<file path="config.mk">
export PLATFORM = sky130hd
export DESIGN_NAME = regfile_sb
export DESIGN_NICKNAME = d
export VERILOG_FILES = /design/src/rtl/regfile_sb.sv
export SDC_FILE = /design/constraint.sdc
export NUM_CORES = 1
export LEC_CHECK = 0
export BUFFER_PORTS_ARGS = -buffer_cell sky130_fd_sc_hd__buf_2
export CAP_MARGIN = 10
export CORE_MARGIN = 1.5
export CORE_UTILIZATION = 40
export DETAILED_ROUTE_END_ITERATION = 6
export REMOVE_ABC_BUFFERS = 1
export SYNTH_ARGS = -nofsm -noshare
export SYNTH_HDL_FRONTEND = slang
export SYNTH_SLANG_ARGS = --single-unit
</file>
<file path="constraint.sdc">
create_clock -name clk -period 5.5 [get_ports clk]
set_input_delay 0 -clock clk [delete_from_list [all_inputs] [get_ports clk]]
set_output_delay 0 -clock clk [all_outputs]
set_load 0.005 [all_outputs]
</file>
<file path="src/rtl/regfile_sb.sv">
// Multi-port register file with busy-bit scoreboard for the dual-issue datapath.
// Optional feature: define REGFILE_BYPASS_EN for same-cycle write-to-read bypass.
module regfile_sb #(
  parameter int unsigned DATA_W = 32,
  parameter int unsigned ADDR_W = 3,
  parameter int unsigned NUM_RD = 5
) (
  input  logic                     clk,
  input  logic                     reset,
  input  logic [NUM_RD*ADDR_W-1:0] rd_addr,
  output logic [NUM_RD*DATA_W-1:0] rd_data,
  output logic [NUM_RD-1:0]        rd_busy,
  input  logic                     we1,
  input  logic                     we2,
  input  logic [ADDR_W-1:0]        wa1,
  input  logic [ADDR_W-1:0]        wa2,
  input  logic [DATA_W-1:0]        wd1,
  input  logic [DATA_W-1:0]        wd2,
  input  logic                     iss1,
  input  logic                     iss2,
  input  logic [ADDR_W-1:0]        ia1,
  input  logic [ADDR_W-1:0]        ia2,
  output logic [(1<<ADDR_W)-1:0]   busy_vec,
  output logic                     wr_conflict,
  output logic [15:0]              wr_count
);

  localparam int unsigned NREGS = 1 << ADDR_W;
  localparam int unsigned CNT_W = 16;

  logic [DATA_W-1:0] regs [NREGS];
  logic [ADDR_W-1:0] rdIdx [NUM_RD];
  logic [NREGS-1:0]  setVec;
  logic [NREGS-1:0]  clrVec;
  logic [NREGS-1:0]  busyNext;
  logic              sameAddrWrite;
  logic [CNT_W-1:0]  countNext;

  assign sameAddrWrite = we1 && we2 && (wa1 == wa2);
  // Port 2 is the younger instruction, so a same-address pair commits only once.
  assign countNext = wr_count + CNT_W'(we1) + CNT_W'(we2) - CNT_W'(sameAddrWrite);

  // Storage; the later non-blocking assignment lets port 2 win on address collision.
  always_ff @(posedge clk or negedge reset) begin
    if (!reset) begin
      for (int unsigned r = 0; r < NREGS; r++) begin
        regs[r] <= '0;
      end
    end else begin
      if (we1) regs[wa1] <= wd1;
      if (we2) regs[wa2] <= wd2;
    end
  end

  // Scoreboard set/clear decode; issue dominates a same-cycle writeback.
  always_comb begin
    setVec = '0;
    clrVec = '0;
    for (int unsigned r = 0; r < NREGS; r++) begin
      setVec[r] = (iss1 && (ia1 == ADDR_W'(r))) || (iss2 && (ia2 == ADDR_W'(r)));
      clrVec[r] = (we1 && (wa1 == ADDR_W'(r))) || (we2 && (wa2 == ADDR_W'(r)));
    end
    busyNext = setVec | (busy_vec & ~clrVec);
  end

  always_ff @(posedge clk or negedge reset) begin
    if (!reset) begin
      busy_vec    <= '0;
      wr_conflict <= 1'b0;
      wr_count    <= '0;
    end else begin
      busy_vec    <= busyNext;
      wr_conflict <= sameAddrWrite;
      wr_count    <= countNext;
    end
  end

  // Combinational read ports.
  always_comb begin
    rd_data = '0;
    rd_busy = '0;
    for (int unsigned i = 0; i < NUM_RD; i++) begin
      rdIdx[i] = rd_addr[i*ADDR_W +: ADDR_W];
      rd_data[i*DATA_W +: DATA_W] = regs[rdIdx[i]];
      rd_busy[i] = busy_vec[rdIdx[i]];
`ifdef REGFILE_BYPASS_EN
      if (we1 && (wa1 == rdIdx[i])) rd_data[i*DATA_W +: DATA_W] = wd1;
      if (we2 && (wa2 == rdIdx[i])) rd_data[i*DATA_W +: DATA_W] = wd2;
      if (((we1 && (wa1 == rdIdx[i])) || (we2 && (wa2 == rdIdx[i]))) &&
          !((iss1 && (ia1 == rdIdx[i])) || (iss2 && (ia2 == rdIdx[i])))) begin
        rd_busy[i] = 1'b0;
      end
`endif
    end
  end

endmodule
</file>
==> results.json <==
{
  "run_status": "finished, final reports clean",
  "io_buffer_count": 286,
  "post_cts.repair.setup_buffers": 0,
  "cts_root_buf": "clkbuf_16",
  "period_needed_ps": 3540,
  "postCtsResizedCells": 0,
  "cp-start-kind": "input pin",
  "post-route-cell-area_sq_um": 27600,
  "place.detailed.instances": 2825,
  "initial_antenna_violation_count": 4,
  "drt_wl_total_microns": 83700,
  "ys.warnings.count": 0,
  "power_leakage_nw": 11.4,
  "postSynth.topFlopCell": "dfrtp_1",
  "timing.final.ws_setup_ps": 1960,
  "setup-tns-final_ps": 0,
  "ir_drop_mv": 0.454,
  "fin_skew_ps": 4.75,
  "flow.area_growth_from_synthesis_pct": 17.6,
  "synthesis.area_per_instance_sq_um": 11.8,
  "drt_pre_antenna_iters": 6,
  "clk-insertion-delay-late_ps": 550,
  "dieHeight_microns": 245,
  "critPathCaptureType": "flip-flop",
  "synth_seq_area_share_pct": 29.9,
  "timing.critical_path.arrival_ps": 3990,
  "die_x_microns": 245,
  "grt_util_all_layers_pct": 27.9,
  "final_layout_size_suffix_gt1_share_pct": 39.4,
  "row_count": 88,
  "cts_inserted_buffers": 37,
  "post_dr_vias_cell": 6.33,
  "critical_path_required_ps": 5950,
  "tritoncts_num_sinks": 281,
  "grt_max_degree": 126,
  "critical_path_peak_fanout": 9,
  "postSynthCellCount": 1988,
  "rrSetupSlack_ps": 3160,
  "num_io_pins": 287,
  "drt-wirelength-per-cell_microns": 27.7,
  "routabilityCongestion": 0.829,
  "ys_seq_elements": 281,
  "initial_cell_density_of_the_core_pct": 40.6,
  "path_clk_slew_ps": 50,
  "max_clock_freq_mhz": 282,
  "remaining_antenna_violation_count": 0,
  "min_period_over_period_pct": 64.4,
  "hpwl_microns": 46900,
  "gr-total-overflow": 0,
  "placedInstanceArea_sq_um": 25200,
  "async_reset_ff_share_pct": 100,
  "power_density_of_the_placed_cells_nw_per_um2": 364,
  "setup-violations-final": 0,
  "first_global_vias": 19300,
  "max-slew-margin-rel_pct": 29.1,
  "worst-setup-path-type": "in -> reg",
  "maxCapViolations": 0,
  "die_outline_area_sq_um": 60200,
  "drv_slew": 0,
  "drc": 0,
  "vias": 19100,
  "dr.first_iter.drc_count": 1972,
  "min-delay-path-class": "in -> async",
  "number_of_enable_flip_flop_cells_after_synthesis": 0,
  "finalHoldViolCount": 0,
  "setup_repair_after_global_routing_missed_its_margin": "false",
  "cts-root-to-sink-buffers": 3,
  "post_synthesis_instance_area_sq_um": 23500,
  "pre_cts_ws_ps": 2460,
  "finish.net_count": 2334,
  "grt_pass1_wl_microns": 125000,
  "coreArea_sq_um": 57900,
  "stdcell_count": 3015,
  "worstMarginPinSlew_ps": 1060,
  "yosys.cell_types.count": 46,
  "cts_tree": "built",
  "cts_htree_levels": 2
}
registers in the layout, indices dropped and copies added (netlist names):
name / cells
regs: 256
busy_vec: 8
wr_conflict: 1
wr_count: 16
cells in the final DEF (no fill, tap or decap), drive strengths merged, types with 7 or more instances in the layout:
cell type / count
mux4: 330
buf: 322
dfrtp: 281
mux2i: 257
mux2: 165
nand2: 146
nor2: 144
a21oi: 136
o21ai: 133
dlygate4sd3: 121
clkbuf: 56
inv: 23
ha: 15
nor3: 13
nand2b: 10
nand3: 9
xnor2: 9
nand4b: 7
repair_timing:
item,4_1_cts,5_1_grt
setup endpoints to repair,0,0
hold endpoints to repair,362,0
hold buffers,121,0
worst max-delay path, stage by stage:
cell           delay, ps
dlygate4sd3_1        530
buf_2                210
xnor2_1              150
nand3_1               90
dlygate4sd3_1        560
nor3_1               310
ha_1                 320
fa_1                 420
fa_1                 450
nor2b_1              160
o21ai_0              160
a21o_1               250
and3_1               180
a311oi_1             190
layout make-up:
class	count	area, sq um
Inverter	22	82.6
Fill cell	5301	30300
Antenna cell	3	7.51
Multi-Input combinational cell	1435	15400
Sequential cell	281	7030
Timing Repair Buffer	443	2950
Clock inverter	10	129
Clock buffer	56	1130
Tap cell	765	957
where the power goes:
part / internal [mW] / switching (mW) / total (mW)
combinational: 2.40 / 1.85 / 4.25
sequential: 2.58 / 0.689 / 3.27
clock: 1.56 / 0.995 / 2.55
total: 6.54 / 3.54 / 10.1
per-stage QoR:
step	hold slack, ps	utilization, %	total power [mW]
3_5_place_dp	90.1	43.5	7.37
4_1_cts	82.9	47.7	10.1
2_1_floorplan	-296	-	5.86
5_1_grt	93.6	47.7	10.7
6_report	32.0	47.7	10.1
3_3_place_gp	70.1	43.5	7.21
synth_stat cells (6+ instances only):
cell type  number  area share, %
inv_1          22           0.35
ha_1           15           0.80
buf_2          71            1.5
nand3_1         9           0.19
dfrtp_1       281             30
buf_1          22           0.35
and3_1          6           0.16
nand2b_1       10           0.27
mux2_2        165            7.9
mux4_2        330             32
clkbuf_1      147            2.3
buf_4           7           0.22
nor2_1        144            2.3
mux2i_1       257             11
nor3_1         11           0.23
xnor2_1         9           0.34
a21oi_1       136            2.9
nand4b_1        7           0.26
nand2_1       146            2.3
o21ai_0       117            2.5
o21ai_1        16           0.34
o221ai_1        6           0.22
routing by layer:
| metal | part of all wire [%] | vias to the layer above | wire length, microns | global-route usage, % |
|---|---|---|---|---|
| li1 | - | 8095 | - | - |
| met1 | 39 | 9766 | 32800 | 36.5 |
| met2 | 49 | 1007 | 41000 | 46.1 |
| met3 | 7.9 | 206 | 6620 | 4.68 |
| met4 | 3.9 | 2 | 3280 | 11.2 |
| met5 | 0.014 | - | 12 | 0 |
worst paths after layout:
kind	from	endpoint	cells after the start
max	wa2[1]	wr_count[14]	14
min	reset	wr_count[7]	2
max reg2reg	wr_count[0]	wr_count[14]	8
min reg2reg	busy_vec[4]	busy_vec[4]	1
max in group asynchronous	reset	regs[213]	3
min in group clk	wd2[17]	regs[241]	4
logic make-up (layout without fill, tap and decap cells):
family	count (synthesis)	count (layout)	share of synthesized area (%)
other	0	3	0
adder cells (fa/ha/maj)	17	17	0.969
buffers and inverters	272	531	4.93
AO/OA/AOI/OAI	298	298	6.81
multiplexers	752	752	50.5
flip-flops	281	281	29.9
XOR/XNOR	13	13	0.484
AND/OR/NAND/NOR	355	355	6.44
Note: power is estimated with default switching activity, not from simulation.
